**config.mk**
```make
export PLATFORM = sky130hd
export DESIGN_NAME = bird_collide_judge
export DESIGN_NICKNAME = d
export VERILOG_FILES = /design/src/rtl/bird_collide_judge.sv
export SDC_FILE = /design/constraint.sdc
export NUM_CORES = 1
export LEC_CHECK = 0
export CORE_UTILIZATION = 53
export DETAILED_ROUTE_END_ITERATION = 12
export HOLD_SLACK_MARGIN = 0.02
export PLACE_DENSITY = 0.83
export SYNTH_ARGS = -nofsm -noshare
export SYNTH_HDL_FRONTEND = slang
export SYNTH_SLANG_ARGS = --single-unit
```
**constraint.sdc**
```tcl
create_clock -name clk -period 3.5 [get_ports clk]
set_input_delay 0.35 -clock clk [delete_from_list [all_inputs] [get_ports clk]]
set_output_delay 0.35 -clock clk [all_outputs]
set_load 0.02 [all_outputs]
```
**src/rtl/bird_collide_judge.sv**
```systemverilog
// Game state machine, collision detection and BCD score keeping for the bird game.
// Define BIRD_PIPE_INVINCIBLE_EN to ignore pipe collisions (ground/ceiling still end the game).
module bird_collide_judge #(
  parameter int unsigned BIRD_X       = 300,
  parameter int unsigned BIRD_SIZE    = 32,
  parameter int unsigned PIPE_W       = 80,
  parameter int unsigned PIPE_GAP_H   = 220,
  parameter int unsigned GROUND_Y     = 700,
  parameter int unsigned DEATH_FRAMES = 60
) (
  input  logic        clk,
  input  logic        rst,
  input  logic        frame_en,
  input  logic        start_btn,
  input  logic [11:0] bird_y,
  input  logic [11:0] pipe1_x,
  input  logic [11:0] pipe1_gap_y,
  input  logic [11:0] pipe2_x,
  input  logic [11:0] pipe2_gap_y,
  input  logic        score_pulse,
  output logic        game_active,
  output logic        game_over,
  output logic [1:0]  state,
  output logic [11:0] score_bcd,
  output logic [11:0] high_bcd
);

  localparam int unsigned CntW = $clog2(DEATH_FRAMES + 1);
  localparam logic [12:0] HalfGap = 13'(PIPE_GAP_H / 2);
  localparam logic [CntW-1:0] LastDeath = CntW'(DEATH_FRAMES - 1);

  typedef enum logic [1:0] {
    StIdle = 2'd0,
    StPlay = 2'd1,
    StDead = 2'd2,
    StOver = 2'd3
  } state_e;

  state_e          state_q, state_d;
  logic [CntW-1:0] death_q, death_d;
  logic [11:0]     score_q, score_d;
  logic [11:0]     high_q, high_d;
  logic            start_q;
  logic            start_re;
  logic            pipe1_hit, pipe2_hit, ground_hit, ceil_hit, hit;

  // All geometry is evaluated in 13 bits so that x+W and y+gap cannot wrap.
  function automatic logic pipe_hit_f(input logic [11:0] px, input logic [11:0] gy,
                                      input logic [11:0] by);
    logic [12:0] x13, g13, b13, upper, lower;
    logic        overlap, miss;
    x13     = {1'b0, px};
    g13     = {1'b0, gy};
    b13     = {1'b0, by};
    overlap = (x13 < 13'(BIRD_X + BIRD_SIZE)) && ((x13 + 13'(PIPE_W)) > 13'(BIRD_X));
    upper   = (g13 < HalfGap) ? 13'd0 : (g13 - HalfGap);
    lower   = g13 + HalfGap;
    miss    = (b13 < upper) || ((b13 + 13'(BIRD_SIZE)) > lower);
    return overlap & miss;
  endfunction

  // Three-digit BCD increment, saturating at 999.
  function automatic logic [11:0] bcd_inc(input logic [11:0] v);
    logic [3:0] d0, d1, d2;
    d0 = v[3:0];
    d1 = v[7:4];
    d2 = v[11:8];
    if (v == 12'h999) begin
      return v;
    end
    if (d0 < 4'd9) begin
      d0 = d0 + 4'd1;
    end else begin
      d0 = 4'd0;
      if (d1 < 4'd9) begin
        d1 = d1 + 4'd1;
      end else begin
        d1 = 4'd0;
        d2 = d2 + 4'd1;
      end
    end
    return {d2, d1, d0};
  endfunction

  assign start_re = start_btn & ~start_q;

`ifdef BIRD_PIPE_INVINCIBLE_EN
  assign pipe1_hit = 1'b0;
  assign pipe2_hit = 1'b0;
`else
  assign pipe1_hit = pipe_hit_f(pipe1_x, pipe1_gap_y, bird_y);
  assign pipe2_hit = pipe_hit_f(pipe2_x, pipe2_gap_y, bird_y);
`endif

  assign ground_hit = ({1'b0, bird_y} + 13'(BIRD_SIZE)) >= 13'(GROUND_Y);
  assign ceil_hit   = (bird_y == 12'd0) || bird_y[11];
  assign hit        = pipe1_hit | pipe2_hit | ground_hit | ceil_hit;

  always_comb begin
    state_d = state_q;
    death_d = death_q;
    score_d = score_q;
    high_d  = high_q;
    case (state_q)
      StIdle: begin
        if (start_re) begin
          state_d = StPlay;
          score_d = 12'h000;
        end
      end
      StPlay: begin
        if (score_pulse) begin
          score_d = bcd_inc(score_q);
        end
        if (frame_en && hit) begin
          state_d = StDead;
          death_d = '0;
        end
      end
      StDead: begin
        if (frame_en) begin
          if (death_q == LastDeath) begin
            state_d = StOver;
            // Packed BCD orders the same as the numeric value.
            if (score_q > high_q) begin
              high_d = score_q;
            end
          end else begin
            death_d = death_q + 1'b1;
          end
        end
      end
      StOver: begin
        if (start_re) begin
          state_d = StPlay;
          score_d = 12'h000;
        end
      end
      default: state_d = StIdle;
    endcase
  end

  always_ff @(posedge clk or posedge rst) begin
    if (rst) begin
      state_q <= StIdle;
      death_q <= '0;
      score_q <= 12'h000;
      high_q  <= 12'h000;
      start_q <= 1'b0;
    end else begin
      state_q <= state_d;
      death_q <= death_d;
      score_q <= score_d;
      high_q  <= high_d;
      start_q <= start_btn;
    end
  end

  assign game_active = (state_q == StPlay);
  assign game_over   = (state_q == StOver);
  assign state       = state_q;
  assign score_bcd   = score_q;
  assign high_bcd    = high_q;

endmodule

```
# Word-level counts from Yosys, hierarchy flattened
# Index checks and enable logic that the tools add are counted.
word_totals:
  ff_bits: 33
  latchBits: 0
  mem_bits_rw: 0
  rom_bits: 0
  inputBits: 65
  output_inout_bits: 28
  word_cells: 93
  memories: 0
op_classes:
  n_addsub: 11
  multipliers: 0
  div_mod_pow: 0
  n_lt_le_gt_ge: 14
  n_eq_ne: 14
  n_shift: 0
  n_mux: 23
  bitwise: 7
  reduce_logical: 17
op_table:
  columns: ["operator", "n"]
  rows:
  - ["12-bit by 7-bit adder with 13-bit output (second input constant)", 4]
  - ["12-bit two-way mux", 3]
  - ["13-bit greater-than comparator", 2]
  - ["13-bit by 9-bit greater-than comparator with 1-bit output (second input constant)", 2]
  - ["12-bit by 13-bit < comparator with 1-bit output", 2]
  - ["13-bit two-way mux", 2]
  - ["12-bit by 7-bit subtractor with 13-bit output (second input constant)", 2]
  - ["12-bit by 7-bit < comparator with 1-bit output (second input constant)", 2]
  - ["12-bit by 9-bit < comparator with 1-bit output (second input constant)", 2]
  - ["12-bit one-hot mux with 2 select lines", 1]
  - ["4-bit two-way mux", 5]
  - ["6-bit two-way mux", 3]
  - ["4-bit AND reduction", 4]
  - ["12-bit by 6-bit adder with 13-bit output (second input constant)", 1]
  - ["13-bit by 10-bit >= comparator with 1-bit output (second input constant)", 1]
  - ["4-bit by 1-bit adder with 4-bit output (second input constant)", 3]
  - ["12-bit equality test (second input constant)", 1]
  - ["12-bit greater-than comparator", 1]
  - ["12-bit logical NOT", 1]
  - ["6-bit one-hot mux with 2 select lines", 1]
  - ["3-bit != test (second input constant)", 3]
  - ["4-bit < comparator (second input constant)", 2]
  - ["2-bit two-way mux", 4]
  - ["2-bit != test (second input constant)", 4]
  - ["other kinds (17)", 30]

# Depth between registers and ports, before layout
# Gate-level depths: netlist of run 1.
depth:
  depth_word: 11
  mapped_depth: 16
  ltp_nobuf: 15

# Worst setup path after synthesis of run 1
# OpenSTA, ideal clock, no wires.
synth_timing:
  kind: "input to register"
  startpoint: "input port pipe1_gap_y[3]"
  endpoint: "register death_q[0]"
  setup_ns: 0.125
  t_arrival_ns: 3.206
  setup_slack_ns: 0.170
  path_stages: 15
  path_buffers: 1
  path_cell_list: "clkbuf_1 a21oi_1 nor2_1 nor2_1 nand2_1 nand2_1 ha_1 nand3_1 nor3_1 o211ai_1 a32o_1 a311o_1 a222oi_1 nor2b_1 mux2_2"
synth_between:
  elab_chain_len: 11
synth_lines:
  columns: ["item", "line_no", "source"]
  rows:
  - ["start: declaration", "17", "input logic [11:0] pipe1_gap_y,"]
  - ["12-bit by 7-bit subtractor with 13-bit output / 12-bit by 7-bit < comparator with 1-bit output (equally long branches)", "56", "upper = (g13 < HalfGap) ? 13'd0 : (g13 - HalfGap);"]
  - ["13-bit two-way mux", "56", null]
  - ["12-bit by 13-bit < comparator with 1-bit output", "58", "miss = (b13 < upper) || ((b13 + 13'(BIRD_SIZE)) > lower);"]
  - ["1-bit logical OR *", "58", null]
  - ["1-bit bitwise AND *", "59", "return overlap & miss;"]
  - ["1-bit bitwise OR * (3 in series)", "97", "assign hit = pipe1_hit | pipe2_hit | ground_hit | ceil_hit;"]
  - ["1-bit logical AND *", "115", "if (frame_en && hit) begin"]
  - ["2-bit by 1-bit != test with 1-bit output (no source line) *", null, null]
  - ["4-bit AND reduction (no source line) *", null, null]
  - ["end signal: assignment", "152", "death_q <= death_d;"]
  - ["end: declaration", "40", "logic [CntW-1:0] death_q, death_d;"]
# Every way passes the cells marked *; elsewhere a longest branch is shown, timed or not.
# A chain may end at the register's enable or synchronous reset.

# Worst setup path after layout of run 1
layout_timing:
  startpoint: "input port pipe2_gap_y[8]"
  endpoint: "register death_q[0]"
layout_between:
  elab_chain_len: 11
layout_lines:
  columns: ["item", "line_no", "source"]
  rows:
  - ["start: declaration", "19", "input logic [11:0] pipe2_gap_y,"]
  - ["12-bit by 7-bit subtractor with 13-bit output / 12-bit by 7-bit < comparator with 1-bit output (equally long branches)", "56", null]
  - ["13-bit two-way mux", "56", null]
  - ["12-bit by 13-bit < comparator with 1-bit output", "58", null]
  - ["1-bit logical OR *", "58", null]
  - ["1-bit bitwise AND *", "59", null]
  - ["1-bit bitwise OR * (3 in series)", "97", null]
  - ["1-bit logical AND *", "115", null]
  - ["2-bit by 1-bit != test with 1-bit output (no source line) *", null, null]
  - ["4-bit AND reduction (no source line) *", null, null]
# Marked as above.

==> impl_metrics.csv, run 1 <==
group,metric,value,unit
outcome,outcome,"finished with violations",
outcome,violations,"setup timing",
route,initialDrtViolationCount,153,
yosys,yosysWarnings,0,
placement,finalWeightedCongestion,0.906,
yosys,yosysMostFrequentCell,"ha_1",
sta,worstMarginPinSlew,0.762,ns
placement,port_buffers,92,
yosys,synth_cell_types,63,
yosys,synth_compound_area_share,21.6,%
yosys,synth_top_family_by_area,"adder cells",
yosys,yosys.area_share.adder,24.2,%
clocking,ctsHtreeMaxLevel,2,
die,die_area,0.00865,sq mm
layout,final_nets,865,
global_routing,grt_max_degree,34,
global_routing,grt_overflow,0,
sta,rsz0062_at_grt,"true",
yosys,synth_xor_area_share,6.19,%
pwr,power-per-cell-area,347,mW/mm^2
clocking,cts_tree,"yes",
die,coreArea,0.00789,sq mm
critical_path,critPathRequiredTime,3.67,ns
yosys,ys_ff_latch,33,
route,postRouteAntennaNets,0,
yosys,async_flop_share,100,%
yosys,synth_commonest_cells,"85 x ha_1, 58 x nand2_1, 39 x inv_1",
yosys,synth_area_per_cell,8.11,sq um
sta,final.period_utilization,106,%
layout,final_area,0.00630,sq mm
yosys,syn_inst,541,
sta,setup_viol,4,
critical_path,slowest_delay,0.45,ns
layout,drive_above_1_share,21.7,%
clocking,cts_buffer_depth,2,
yosys,synth.area.top_cells,"ha_1 24%, dfrtp_1 19%, nand2_1 5.0%, o21ai_0 3.5%, inv_1 3.3%",
clocking,cts.clk_slew.worst_paths,0.07,ns
global_routing,grt_usage,30.0,%
critical_path,crit_chain,"clkdlybuf4s50_1, or3_4, nor2_1, xor2_1, nand2_1, ha_1, a21o_1, a221oi_1, o21ai_1, o211ai_1, a222oi_1, buf_4, or3_2, mux2_2",
layout,insertedDiodeCount,0,
route,vias,4820,
clocking,clock_latency,0.30,ns
die,pin_count,93,
route,wl_per_cell,16.2,um
yosys,syn_nets,691,
route,wl,13.2,mm
placement,place_ws,-0.694,ns
critical_path,worstPathArrival,3.87,ns
route,vias_per_cell,5.90,
die,floorplan.rows,32,
global_routing,antenna_found_initial,0,
route,drc,0,
yosys,ys.flop_type,"dfrtp_1",
critical_path,worst_path_max_delay_cell,"or3_2",
yosys,yosys.area_share.simple,22.0,%
sta,final.setup.tns,-0.494,ns
pwr,leakage,0.00295,uW
yosys,synthMuxAreaShare,2.22,%
die,die_w,93,um
route,dr.pass1.iters,4,
critical_path,r2r_slack,0.35,ns
sta,clock.fmax,0.270,GHz
die,die_h,93,um
sta,worst_slack,-0.199,ns
layout,area_delta_synth_final,43.5,%
hold_path,hold_path.class,"input port to asynchronous set/reset pin",
sta,report.final.slew_viol_count,0,
run,max-cap-violations,0,
critical_path,worstSetupEndpointType,"flip-flop",
clocking,cts_buffers,5,
yosys,netlist.area_leader.share,24.2,%
global_routing,grt_pass1_wl,21.1,mm
clocking,cts_root_buf,"clkbuf_8",
pwr,vdd_ir_drop_max,478,uV
sta,slew_headroom,48.5,%
global_routing,grt_pass1_vias,4861,
yosys,ys_seq_area_share,18.8,%
sta,hold_viol,0,
critical_path,path_max_fanout,4,
critical_path,path_class,"input port to flip-flop",
die,start_util,55.6,%
clocking,cts_hold_buf,0,
yosys,synth_edf_count,0,
placement,place_area,0.00598,sq mm
sta,finalClockSkew,0.0110,ns
critical_path,start_kind,"input port",
pwr,p_total,2190,uW
yosys,synth_top_cell_by_area,"ha_1",
sta,min_period,3.70,ns
placement,dpl.hpwl,10.3,mm
clocking,clock-sinks,33,
yosys,synth_area,0.00439,sq mm
-- per-layer routing --
metal	part of all wire, %	global-route usage, %	routed length, um	vias up
li1	-	-	-	2310
met1	40	33.7	5250	2309
met2	52	56.7	6900	156
met3	4.8	3.58	640	45
met4	3.1	12.8	415	0
met5	0	0	0	-
-- critical path: cells and delay by family --
| kind | cells | cell delay (ns) |
|---|---|---|
| AO/OA/AOI/OAI | 5 | 1.02 |
| AND/OR/NAND/NOR | 4 | 1.11 |
| buffers and inverters | 2 | 0.61 |
| adder cells (fa/ha/maj) | 1 | 0.31 |
| XOR/XNOR | 1 | 0.20 |
| multiplexers | 1 | 0.27 |
-- cells in the final DEF (no fill, tap or decap), drive strengths merged, types with 9 or more instances in the layout --
cell,instances
buf,90
nor3,14
xnor2,16
nand2b,16
nor2,30
o21ai,31
nand2,58
nand3,19
a21oi,28
clkdlybuf4s50,79
dfrtp,33
a21o,10
clkbuf,9
xor2,15
nand4,9
ha,85
inv,39
-- through the flow --
stage / cells / util, % / hold slack (ns)
after global routing: 817 / 79.9 / 0.512
after floorplan: 541 / - / 0.381
after detailed placement: 802 / 75.8 / 0.510
after global placement: 802 / 75.8 / 0.494
final: 817 / 79.9 / 0.449
after CTS: 809 / 77.7 / 0.458
-- worst paths after layout --
kind,startpoint,end,depth (start not counted)
worst max-delay path,pipe2_gap_y[8],death_q[0],14
worst min-delay path,rst,state[0],3
worst max register to register,state[1],score_bcd[11],8
worst min register to register,death_q[5],death_q[5],1
max in group asynchronous,rst,score_bcd[10],3
min in group clk,death_q[5],death_q[5],1
-- kinds of logic (layout without fill, tap and decap cells) --
group,Yosys count,count (layout)
DFF,33,33
buffers and inverters,54,228
adders and majority gates,85,85
AOI/OAI and AO/OA,139,139
xor gates and xnor gates,31,31
muxes,9,9
and+or+nand+nor,190,190
-- area by class of cell --
type                            count  area, sq um
Sequential cell                    33          826
Clock inverter                      1         7.51
Multi-Input combinational cell    454         3530
Inverter                           39          146
Clock buffer                        6         82.6
Fill cell                         509         1590
Timing Repair Buffer              182         1580
Tap cell                          102          128
-- power by group --
part,internal [uW],switching (uW),total [uW]
clock,155,146,302
combinational,634,703,1340
sequential,449,102,550
-- what timing repair did --
action / in CTS / in global routing
setup endpoints to repair: 8 / 8
resized for setup: 28 / 35
buffers inserted: 0 / 8
pin swaps: 9 / 28
-- flip-flops by register name, summed over array words and instances, names as in the netlist --
signal / cells
start_q: 1
score_bcd: 12
state: 2
high_bcd: 12
death_q: 6
(Power assumes the default switching activity.)
==> run 2, diff against run 1 <==
--- a/config.mk
+++ b/config.mk
@@ -6,9 +6,11 @@
 export NUM_CORES = 1
 export LEC_CHECK = 0
 export CORE_UTILIZATION = 53
+export CTS_CLUSTER_SIZE = 20
 export DETAILED_ROUTE_END_ITERATION = 12
 export HOLD_SLACK_MARGIN = 0.02
 export PLACE_DENSITY = 0.83
+export SKIP_CTS_REPAIR_TIMING = 1
 export SYNTH_ARGS = -nofsm -noshare
 export SYNTH_HDL_FRONTEND = slang
 export SYNTH_SLANG_ARGS = --single-unit
==> run 2 against run 1 <==
The run now ends clean; via count rose by 0.19%; die area did not move; non-clock buffer count fell by 6; worst hold slack got worse by 0.0038 ns; wire length rose by 1.0%; clock skew fell by 0.0019 ns; critical endpoint unchanged; largest cell class unchanged; highest routed layer unchanged.
==> impl_metrics.csv, run 2 (synthesis gave the netlist of run 1 again) <==
group,metric,value,unit
critical_path,worstSetupEndpointType,"flip-flop",
critical_path,path_max_fanout,6,
layout,insertedDiodeCount,0,
global_routing,grt_usage,29.5,%
critical_path,cp.depth,13,
die,die_w,93,um
sta,setup_viol,0,
route,postRouteAntennaNets,0,
pwr,p_clk_share,13.8,%
route,wl,13.3,mm
pwr,seqPwrFrac,25.1,%
clocking,cts_buffer_depth,2,
route,initialDrtViolationCount,205,
die,die_area,0.00865,sq mm
route,drc,0,
die,coreArea,0.00789,sq mm
placement,place_ws,-0.694,ns
route,dr.pass1.iters,7,
layout,drive_above_1_share,21.2,%
run,max-cap-violations,0,
sta,clock.fmax,0.289,GHz
sta,worstMarginPinSlew,0.740,ns
layout,most-common-layout-cells,"83 x buf_4, 82 x ha_1, 75 x clkdlybuf4s50_1, 55 x nand2_1, 38 x inv_1",
pwr,power-per-cell-area,347,mW/mm^2
clocking,clock-sinks,33,
route,vias,4829,
critical_path,r2r_cells,8,
outcome,outcome,"finished, final reports clean",
global_routing,grt_max_degree,34,
critical_path,slowest_delay,0.54,ns
clocking,cts_buffers,5,
sta,slew_headroom,50.0,%
clocking,cts.clk_slew.worst_paths,0.07,ns
layout,utilization,80.2,%
critical_path,critPathRequiredTime,3.68,ns
critical_path,path_delay_family,"compound AO/OA/AOI/OAI gates",
clocking,ctsHtreeMaxLevel,2,
pwr,power_switching_share,43.5,%
layout,area_delta_synth_final,44.1,%
pwr,combPwrFrac,61.1,%
die,pin_count,93,
critical_path,crit_buf_inv,3,
layout,final_nets,859,
sta,min_period,3.45,ns
global_routing,antenna_found_initial,0,
die,start_util,55.6,%
critical_path,crit_chain,"clkdlybuf4s50_1, buf_4, nand3_1, xor2_2, inv_1, ha_1, and4_1, a221o_1, nor3_1, o211ai_1, a222oi_1, nor2b_1, mux2_2",
pwr,internal-power,1240,uW
die,floorplan.rows,32,
placement,port_buffers,92,
critical_path,worstPathArrival,3.63,ns
sta,worst_slack,0.0450,ns
pwr,vdd_ir_drop_max,478,uV
global_routing,grt_pass1_vias,4795,
die,die_h,93,um
route,wl_per_cell,16.4,um
global_routing,grt_overflow,0,
clocking,cts_tree,"yes",
critical_path,path_class,"input port to flip-flop",
placement,finalWeightedCongestion,0.906,
hold_path,hold_path.class,"input port to asynchronous set/reset pin",
pwr,p_sw,954,uW
sta,final.period_utilization,98.7,%
sta,hold_viol,0,
clocking,cts_root_buf,"clkbuf_8",
route,vias_per_cell,5.95,
critical_path,worst_path_max_delay_cell,"a222oi_1",
sta,rsz0062_at_grt,"true",
placement,dpl.hpwl,10.3,mm
pwr,leakage,0.00303,uW
global_routing,grt_pass1_wl,20.7,mm
sta,finalClockSkew,0.00911,ns
critical_path,start_kind,"input port",
clocking,clock_latency,0.30,ns
sta,report.final.slew_viol_count,0,
layout,final_common_cell,"buf_4",
## run 2: cell count changes in the layout (fill, tap and decap cells not counted), sizes merged
cell / before / now
dlymetal6s2s: 3 / 16
dlygate4sd2: 5 / 0
buf: 90 / 84
clkbuf: 9 / 7
clkdlybuf4s50: 79 / 75
clkdlybuf4s15: 2 / 0
## run 2: power by group through the flow
stage,registers [uW],clock network [uW],logic (uW)
CTS,548,303,1290
detailed placement,554,0,1270
finish,551,302,1340
global placement,550,0,1210
floorplan,578,0,744
global route,564,320,1470
## run 2: final timing paths
check / end / startpoint / slack (ns)
max reg2reg: score_bcd[11] / state[1] / 0.37
min reg2reg: death_q[5] / death_q[5] / 0.53
min in group clk: death_q[5] / death_q[5] / 0.53
max: death_q[0] / bird_y[7] / 0.05
min: state[0] / rst / 0.45
max in group asynchronous: death_q[3] / rst / 2.74
## run 2: final cells by class
| type | instances | area (sq um) |
|---|---|---|
| flip-flops and latches | 33 | 826 |
| clock buffers | 6 | 82.6 |
| inverters | 39 | 146 |
| fillers | 509 | 1560 |
| well taps | 102 | 128 |
| multi-input cells | 454 | 3540 |
| clock inverters | 1 | 7.51 |
| repair buffers | 176 | 1590 |
## run 2: metrics by stage
step                hold WS (ns)  power [uW]  std cells  setup TNS [ns]  area [sq um]
floorplan                  0.381        1320        541               0          4390
global placement           0.494        1760        802           -3.27          5980
detailed placement         0.510        1830        802           -4.83          5980
CTS                        0.458        2140        809           -2.55          6070
global route               0.512        2350        811          -0.552          6320
finish                     0.446        2190        811               0          6320
## run 2: layer usage
metal	up-vias	track usage [%]	wire length, um
met5	-	0	0
met4	0	12.4	386
met3	49	3.58	588
met2	161	55.6	6990
met1	2320	33.2	5370
li1	2299	-	-
## run 2: worst register-to-register path, cell delays in order (launching register included)
cell and delay, ns:
dfrtp_1 0.44, inv_1 0.10, ha_1 0.32, o311ai_0 0.32, a22oi_1 0.50, o21a_1 0.38
o21ai_0 0.31, or2_2 0.38, o31ai_1 0.27
==> run 3, diff against run 2 <==
--- a/config.mk
+++ b/config.mk
@@ -8,6 +8,7 @@
 export CORE_UTILIZATION = 53
 export CTS_CLUSTER_SIZE = 20
 export DETAILED_ROUTE_END_ITERATION = 12
+export GPL_ROUTABILITY_DRIVEN = 0
 export HOLD_SLACK_MARGIN = 0.02
 export PLACE_DENSITY = 0.83
 export SKIP_CTS_REPAIR_TIMING = 1
==> constraint.sdc (replaced) <==
create_clock -name clk -period 3.4 [get_ports clk]
set_input_delay 0.34 -clock clk [delete_from_list [all_inputs] [get_ports clk]]
set_output_delay 0.34 -clock clk [all_outputs]
set_load 0.02 [all_outputs]
==> run 3 against run 2 <==
The run now ends with setup timing left; final cell count increased by 1.2%; first-iteration DRC count shrank 4.9%; count of clock-buffer cells in the layout fell by 1; clock power about the same; worst hold slack lost 0.0011 ns; die area unchanged; global-route usage up 1.6 points; power grew 5.6%; critical path depth grew 2.
==> impl_metrics.csv, run 3 (synthesis gave the netlist of run 1 again) <==
group,metric,value,unit
outcome,outcome,"finished with violations",
outcome,violations,"setup timing",
clocking,cts_root_buf,"clkbuf_8",
clocking,cts.clk_slew.worst_paths,0.07,ns
critical_path,start_kind,"input port",
global_routing,grt_pass1_vias,4955,
route,wl,14.0,mm
die,die_h,93,um
placement,dp.cells,807,
sta,clock.fmax,0.293,GHz
run,max-cap-violations,0,
critical_path,path_max_fanout,5,
route,vias_per_cell,6.04,
global_routing,grt_max_degree,34,
sta,worstMarginPinSlew,0.749,ns
route,initialDrtViolationCount,195,
hold_path,hold_path.class,"input port to asynchronous set/reset pin",
placement,port_buffers,92,
clocking,clock_latency,0.30,ns
layout,final_cells,821,
pwr,leakage,0.00314,uW
layout,final_common_cell,"buf_4",
global_routing,grt_overflow,0,
layout,final_area,0.00644,sq mm
critical_path,worstSetupEndpointType,"flip-flop",
route,wl_per_cell,17.1,um
critical_path,r2r_slack,0.30,ns
layout,drive_above_1_share,23.9,%
sta,report.final.slew_viol_count,0,
critical_path,worstPathArrival,3.59,ns
clocking,cts_tree,"yes",
die,floorplan.rows,32,
critical_path,path_class,"input port to flip-flop",
critical_path,r2r_end,"score_bcd[11]",
sta,min_period,3.41,ns
sta,finalClockSkew,0.00629,ns
placement,place_area,0.00602,sq mm
sta,final.period_utilization,100,%
layout,insertedDiodeCount,0,
placement,dpl.hpwl,10.4,mm
die,die_area,0.00865,sq mm
die,die_w,93,um
clocking,cts_buffer_depth,2,
layout,final_nets,868,
route,postRouteAntennaNets,0,
pwr,vdd_ir_drop_max,562,uV
global_routing,grt_usage,31.1,%
layout,most-common-layout-cells,"91 x buf_4, 79 x ha_1, 68 x clkdlybuf4s50_1, 56 x nand2_1, 39 x inv_1",
die,coreArea,0.00789,sq mm
die,pin_count,93,
layout,fill_cells,477,
sta,final.setup.tns,-0.00853,ns
sta,worst_slack,-0.00853,ns
route,vias,4955,
critical_path,critPathRequiredTime,3.58,ns
die,start_util,55.6,%
global_routing,grt_pass1_wl,21.8,mm
sta,rsz0062_at_grt,"true",
route,drc,0,
route,dr.pass1.iters,6,
clocking,clock-sinks,33,
critical_path,timing.rr.start,"state[1]",
clocking,ctsHtreeMaxLevel,2,
layout,area_delta_synth_final,46.8,%
placement,place_ws,-0.801,ns
sta,slew_headroom,50.0,%
sta,setup_viol,1,
critical_path,crit_start,"pipe2_gap_y[7]",
pwr,power-per-cell-area,359,mW/mm^2
pwr,p_total,2310,uW
sta,hold_viol,0,
critical_path,r2r_cells,8,
global_routing,antenna_found_initial,0,
clocking,cts_buffers,5,
==> run 3: layer usage <==
layer	vias up	track usage [%]	share of wire, %
li1	2322	-	-
met1	2353	35.1	39
met4	0	15.4	4.0
met3	64	4.47	5.2
met2	216	57.0	52
met5	-	0	0
==> run 3: layout make-up <==
cell class,instances,area (sq um),area share [%]
Multi-Input combinational cell,454,3590,55.8
Clock buffer,5,68.8,1.07
Inverter,39,146,2.27
Timing Repair Buffer,185,1660,25.8
Clock inverter,3,17.5,0.272
Tap cell,102,128,1.98
Sequential cell,33,826,12.8
==> run 3: worst max path at each step <==
stage | slack, ns | cells past startpoint | endpoint
floorplan | 0.08 | 15 | death_q[0]
global placement | -0.63 | 17 | death_q[0]
detailed placement | -0.80 | 17 | death_q[0]
CTS | -0.51 | 17 | death_q[0]
global route | -0.19 | 17 | death_q[0]
finish | -0.009 | 15 | death_q[0]
==> run 3: power by group <==
group / switching, uW / internal, uW / leakage, uW
registers: 109 / 462 / 0.000445
logic: 772 / 672 / 0.00265
clock network: 160 / 141 / 0.0000439
==> run 3: metrics by stage <==
stage / utilization (%) / hold slack [ns]
2_1_floorplan: - / 0.371
3_3_place_gp: 76.3 / 0.496
3_5_place_dp: 76.3 / 0.496
4_1_cts: 77.4 / 0.456
5_1_grt: 81.7 / 0.508
6_report: 81.7 / 0.444
==> run 3: critical path, stage by stage <==
cell and delay [ns]:
clkdlybuf4s50_1 0.44, or3_4 0.39, nor3_4 0.15, nor3_1 0.10, a21oi_1 0.16, ha_1 0.25
nand2_1 0.09, o21ai_1 0.09, a221oi_2 0.25, o21ai_1 0.11, o211ai_1 0.15, a222oi_1 0.15
buf_4 0.17, or3_2 0.47, mux2_2 0.29
